File: src/rtl/bit_serializer.sv
// Parallel-to-serial shifter with a configurable idle gap after each word.
// A word is loaded on accept and shifted out one bit per cycle, starting the cycle after the accept.
//
// state    | meaning
// ST_IDLE  | waiting for a word, in_ready high
// ST_SHIFT | presenting WIDTH bits on dout, one per cycle
// ST_GAP   | GAP idle cycles after the last bit, no data out
module bit_serializer #(
    parameter int WIDTH     = 8,
    parameter bit MSB_FIRST = 1'b1,
    parameter int GAP       = 0
) (
    input  logic             clk,
    input  logic             reset,
    input  logic [WIDTH-1:0] in_data,
    input  logic             in_valid,
    output logic             in_ready,
    output logic             dout,
    output logic             dout_valid,
    output logic             busy,
    output logic             word_done
);

    localparam int CW = $clog2(WIDTH);
    localparam logic [CW-1:0] LAST = CW'(WIDTH - 1);
    localparam logic [3:0] GAP_LAST = (GAP > 0) ? 4'(GAP - 1) : 4'd0;

    typedef enum logic [1:0] {
        ST_IDLE,
        ST_SHIFT,
        ST_GAP
    } state_t;

    state_t           state_q, state_d;
    logic [CW-1:0]    cnt_q, cnt_d;
    logic [3:0]       gap_q, gap_d;
    logic [WIDTH-1:0] shreg_q, shreg_d;
    logic             last_bit;
    logic             accept;

    assign last_bit = (state_q == ST_SHIFT) && (cnt_q == LAST);
    // in_ready is held low during reset so nothing can be accepted while the block is cleared.
    assign in_ready = !reset && ((state_q == ST_IDLE) || ((GAP == 0) && last_bit));
    assign accept   = in_valid && in_ready;

    always_comb begin
        state_d = state_q;
        cnt_d   = cnt_q;
        gap_d   = gap_q;
        shreg_d = shreg_q;
        case (state_q)
            ST_IDLE: begin
                if (accept) begin
                    state_d = ST_SHIFT;
                    cnt_d   = '0;
                    shreg_d = in_data;
                end
            end
            ST_SHIFT: begin
                if (last_bit) begin
                    if (accept) begin
                        cnt_d   = '0;
                        shreg_d = in_data;
                    end else if (GAP == 0) begin
                        state_d = ST_IDLE;
                    end else begin
                        state_d = ST_GAP;
                        gap_d   = GAP_LAST;
                    end
                end else begin
                    cnt_d   = cnt_q + CW'(1);
                    shreg_d = MSB_FIRST ? {shreg_q[WIDTH-2:0], 1'b0}
                                        : {1'b0, shreg_q[WIDTH-1:1]};
                end
            end
            ST_GAP: begin
                if (gap_q == 4'd0) begin
                    state_d = ST_IDLE;
                end else begin
                    gap_d = gap_q - 4'd1;
                end
            end
            default: state_d = ST_IDLE;
        endcase
    end

    always_ff @(posedge clk or posedge reset) begin
        if (reset) begin
            state_q <= ST_IDLE;
            cnt_q   <= '0;
            gap_q   <= '0;
            shreg_q <= '0;
        end else begin
            state_q <= state_d;
            cnt_q   <= cnt_d;
            gap_q   <= gap_d;
            shreg_q <= shreg_d;
        end
    end

    // Outputs come only from flops and state decode; in_data never reaches them combinationally.
    assign dout       = (state_q == ST_SHIFT) && (MSB_FIRST ? shreg_q[WIDTH-1] : shreg_q[0]);
    assign dout_valid = (state_q == ST_SHIFT);
    assign busy       = (state_q != ST_IDLE);
    assign word_done  = last_bit;

endmodule
File: config.mk
export PLATFORM = sky130hd
export DESIGN_NAME = bit_serializer
export DESIGN_NICKNAME = d
export VERILOG_FILES = /design/src/rtl/bit_serializer.sv
export SDC_FILE = /design/constraint.sdc
export NUM_CORES = 1
export LEC_CHECK = 0
export BUFFER_PORTS_ARGS = -buffer_cell sky130_fd_sc_hd__clkbuf_2
export CORE_MARGIN = 3
export CORE_UTILIZATION = 44
export CTS_CLUSTER_DIAMETER = 120
export DETAILED_ROUTE_END_ITERATION = 8
export HOLD_SLACK_MARGIN = 0.05
export PLACE_DENSITY_LB_ADDON = 0.12
export SLEW_MARGIN = 20
export SYNTH_ARGS = -nofsm -noshare
export SYNTH_HDL_FRONTEND = slang
export SYNTH_SLANG_ARGS = --single-unit
File: constraint.sdc
create_clock -name clk -period 1.45 [get_ports clk]
set_input_delay 0.0725 -clock clk [delete_from_list [all_inputs] [get_ports clk]]
set_output_delay 0.0725 -clock clk [all_outputs]
set_load 0.01 [all_outputs]
### Yosys cells after proc, flatten, opt, wreduce, memory -nomap -nowiden

Index checks and enable logic that the tools add are counted.

| cells by class | value |
|---|---|
| $add $sub $neg | 2 |
| equality and inequality tests | 7 |
| muxes and demuxes | 11 |
| bitwise gates (word level) | 1 |
| reduce and logical (&&, ||, !) cells | 12 |

Operators by type and width:

| operator | number |
|---|---|
| 8-bit two-way mux | 2 |
| 8-bit one-hot mux with 2 select lines | 1 |
| 2-bit two-way mux | 4 |
| 3-bit two-way mux | 2 |
| 2-bit != test, second input constant | 3 |
| 2-bit one-hot mux with 3 select lines | 1 |
| 3-bit one-hot mux with 2 select lines | 1 |
| 1-bit logical AND | 4 |
| 4-bit zero test | 1 |
| 4-bit AND reduction | 1 |
| 2-bit nonzero test | 2 |
| 4-bit by 1-bit subtractor with 4-bit output, second input constant | 1 |
| 3-bit by 1-bit adder with 3-bit output, second input constant | 1 |
| 3-bit == test, second input constant | 1 |
| 2-bit by 1-bit == test with 1-bit output, second input constant | 1 |
| 2-bit == test, second input constant | 1 |
| 2-bit zero test | 1 |
| 2-bit by 1-bit != test with 1-bit output, second input constant | 1 |
| 2-bit AND reduction | 1 |
| 1-bit zero test | 1 |
| 1-bit logical OR | 1 |
| 1-bit NOT | 1 |

| storage, ports and cells | value |
|---|---|
| register bits after elaboration | 17 |
| bits of input ports | 11 |
| output and inout bits | 5 |
| word-level logic and storage cells | 37 |

### Logic depth before layout (Yosys ltp)

| depth | value |
|---|---|
| depth in word-level cells | 8 |
| gate-level depth with buffers | 7 |
| depth with buffers taken out | 5 |

### Worst setup path before layout

No wires, ideal clock.

| path | value |
|---|---|
| path kind | reg2reg |
| start | register cnt_q[0] |
| end | register cnt_q[0] |
| setup time | 0.122 ns |
| arrival time | 1.260 ns |
| required time | 1.328 ns |
| path slack | 0.069 ns |
| cell stages (with the launch flop) | 8 |
| path buffers | 2 |
| period minus slack after synthesis | 1.381 ns |
| cell sequence | dfrtp_1 > ha_1 > ha_1 > nand2b_1 > buf_6 > buf_8 > nand3_1 > o21ai_1 |

| between the ends | value |
|---|---|
| longest elaborated chain between the ends | 8 |
| elaborated cells on any way between the ends | 9 |
| classes of those cells | add/sub (1); eq/ne (1); mux (3); reduce/logical (4) |

RTL lines:

| what | line | text |
|---|---|---|
| start, declared | 35 | `logic [CW-1:0] cnt_q, cnt_d;` |
| start signal, assigned | 95 | `cnt_q <= cnt_d;` |
| 3-bit == test | 41 | `assign last_bit = (state_q == ST_SHIFT) && (cnt_q == LAST);` |
| 1-bit logical AND | 41 |  |
| 1-bit logical OR | 43 | `assign in_ready = !reset && ((state_q == ST_IDLE) \|\| ((GAP == 0) && last_bit));` |
| 1-bit logical AND | 43 |  |
| 1-bit logical AND | 44 | `assign accept = in_valid && in_ready;` |
| 3-bit two-way mux | - |  |
| 3-bit two-way mux | 60 | `if (last_bit) begin` |
| 3-bit one-hot mux with 2 select lines (*) | 51 | `case (state_q)` |
| named net cnt_d[0] | 35 |  |

Mark *: on every way through the listed nets, which the timed path passes. The rest lies on a longest branch.
A chain may end at the register's enable or synchronous reset.

### Final worst setup path

| path | value |
|---|---|
| start | register cnt_q[1] |
| end | output in_ready |

| between the ends | value |
|---|---|
| longest elaborated chain between the ends | 4 |

RTL lines:

| what | line | text |
|---|---|---|
| 3-bit == test | 41 |  |
| 1-bit logical AND | 41 |  |
| 1-bit logical OR | 43 |  |
| 1-bit logical AND | 43 |  |
| end, declared | 17 | `output logic in_ready,` |

Every way passes these cells.

==> reports/metrics.yaml <==
synth_cells: 64
routabilityCongestion: 0.7037
finalCritPeriodShare_pct: 104.2
die_area_sq_um: 1831
yosysUniqueCellTypes: 18
seq_area_sq_um: 300.3
netlist_area_sq_um: 595.6
grtUsageMet1_pct: 20.79
setup_viol: 1
final_antenna_net_count: 0
multiInputGateArea_sq_um: 255.2
use_met3_pct: 2.542
vias: 532
hold_class: "in2reg"
outcome: "complete, but fails checks"
yosysTopAreaCell: "dfrtp_1"
layout_common_cells: "nand2_1, clkbuf_2, dfrtp_1, dlygate4sd3_1"
leakage_nw: 0.3988
die_h_um: 42.79
grt_usage_pct: 14.37
path_clk_slew_ns: 0.07
final_layout_size_suffix_gt1_share_pct: 32.26
critPathMaxFanout: 3
n_fill_cell: 97
detail_route.wl_per_cell_um: 11.51
rows: 12
worstSkewPairLatency_ns: 0.27
antenna_found_initial: 0
power_density_nw_per_um2: 1932
startpoint_type: "flip-flop"
area_delta_synth_final_pct: 38.87
ys_ff_latch: 12
grt_pass1_wl_mm: 2.014
grt_pass1_vias: 479
dpl_cell_area_sq_um: 661.9
cp.arrival_ns: 1.44
routed_wl_mm: 1.232
use_met2_pct: 20.96
cap_violations: 0
antenna-diode-count: 0
rsz0062_at_grt: "yes"
skew_ns: 0.003465
place_hpwl_um: 808.7
htreeDepth: 1
clock_sinks: 12
start_util_pct: 50.21
drv_slew: 0
syn_avg_cell_area_sq_um: 9.306
setup_tns_ns: -0.06093
yosys_warnings: 0
synth_top_area_share_pct: 50.42
portBuffers: 15
max_slew.worst_pin.slew_ns: 0.4385
endpoint_kind: "output pin"
holdWs_ns: 0.1958
timing.final.ws_setup_ns: -0.06093
required_ns: 1.38
final.min_clock_period_ns: 1.511
fmax_mhz: 661.8
vias_per_cell: 4.972
cts_tree: "done"
peakVddDrop_mv: 1.123
grt-busiest-layer: "met2"
grt_max_degree: 17
clk_path_buf_depth: 2
relSlewSlack_pct: 70.73
synth_sequential_area_ratio_pct: 50.42
violations: "setup timing"
gr-total-overflow: 0
ios: 16
synthesis.nets: 77
core_sq_um: 1186
die_x_um: 42.79
final_common_cell: "nand2_1"
synth_area_leaders: "dfrtp_1, nand2_1, a31oi_1, nor2_1, ha_1"
design_area_sq_um: 827.0
critPathKind: "reg2out"
final_nets: 107
dr.first_iter.drc_count: 10
cts_root_buf: "clkbuf_4"
cts-buffers-inserted: 3
route.detailed.drc: 0
drt_first_pass_iters: 4
finalHoldViolations: 0
==> metrics by stage <==
| step | instances | worst slack, ns | util [%] | power [W] |
|---|---|---|---|---|
| floorplan | 64 | 0.06855 | - | 0.001098 |
| global placement | 91 | 0.09429 | 55.80 | 0.001193 |
| detailed placement | 91 | 0.06916 | 55.80 | 0.001208 |
| CTS | 107 | -0.1240 | 69.94 | 0.001606 |
| global route | 107 | -0.1285 | 69.73 | 0.001733 |
| finish | 107 | -0.06093 | 69.73 | 0.001598 |
==> flip-flops by register name, indices dropped and copies added (netlist names) <==
| register | flops |
|---|---|
| state_q | 1 |
| cnt_q | 3 |
| shreg_q | 8 |
==> cells in the mapped netlist <==
cell	number
nor2_2	2
inv_1	2
nor2_1	7
buf_8	1
nor2b_1	1
a31oi_1	7
a21oi_1	1
buf_6	1
nand2_1	16
and2b_1	1
and2_1	2
o21ai_1	1
buf_4	3
dfrtp_1	12
ha_1	2
a22o_1	2
nand3_1	1
nand2b_1	2
==> area by class of cell <==
| type | count | area share, % |
|---|---|---|
| clock buffer | 4 | 4.387 |
| inverter | 2 | 0.9077 |
| multi-input combinational | 45 | 30.86 |
| sequential | 12 | 36.31 |
| tap | 14 | 2.118 |
| timing repair buffer | 30 | 25.42 |
==> power breakdown <==
part,switching (W),internal [W],leakage [nW]
sequential,0.0000958,0.000494,0.143
combinational,0.000357,0.000387,0.235
clock,0.000112,0.000152,0.0210
total,0.000565,0.00103,0.399
==> final timing paths <==
check	to	slack [ns]	from	cells after the start
worst max register to register	cnt_q[1]$_DFF_PP0_	0.06	cnt_q[1]$_DFF_PP0_	5
min in group asynchronous	shreg_q[1]$_DFF_PP0_	0.35	reset	3
worst max-delay path	in_ready	-0.06	cnt_q[1]$_DFF_PP0_	5
worst min register to register	shreg_q[2]$_DFF_PP0_	0.55	shreg_q[2]$_DFF_PP0_	2
max in group asynchronous	shreg_q[6]$_DFF_PP0_	0.80	reset	3
worst min-delay path	shreg_q[6]$_DFF_PP0_	0.20	reset	4
==> critical path, cell delays in order, from the launching register on <==
cell,delay (ns)
dfrtp_1,0.39
ha_2,0.21
ha_4,0.16
and2b_2,0.24
nor2_1,0.05
buf_2,0.13
==> layer usage <==
metal | vias up | part of all wire, %
met5 | - | 0
met4 | 0 | 1.9
met3 | 4 | 7.2
met2 | 24 | 44
met1 | 235 | 47
li1 | 269 | -
==> what timing repair did <==
action / CTS / global route
endpoints found under the hold margin: 20 / 0
resized for setup: 4 / 2
buffers inserted: 3 / 1
hold buffers: 9 / 0
setup endpoints to repair: 1 / 3
gates cloned: 0 / 0
pin swaps: 3 / 2
==> cell families after synthesis <==
logic type      Yosys count  share of synthesized area [%]
compound gates           11                          11.97
flops                    12                          50.42
simple gates             32                          23.95
fa+ha+maj                 2                          4.201
buf+inv                   7                          9.453
Note: power is estimated with default switching activity, not from simulation.
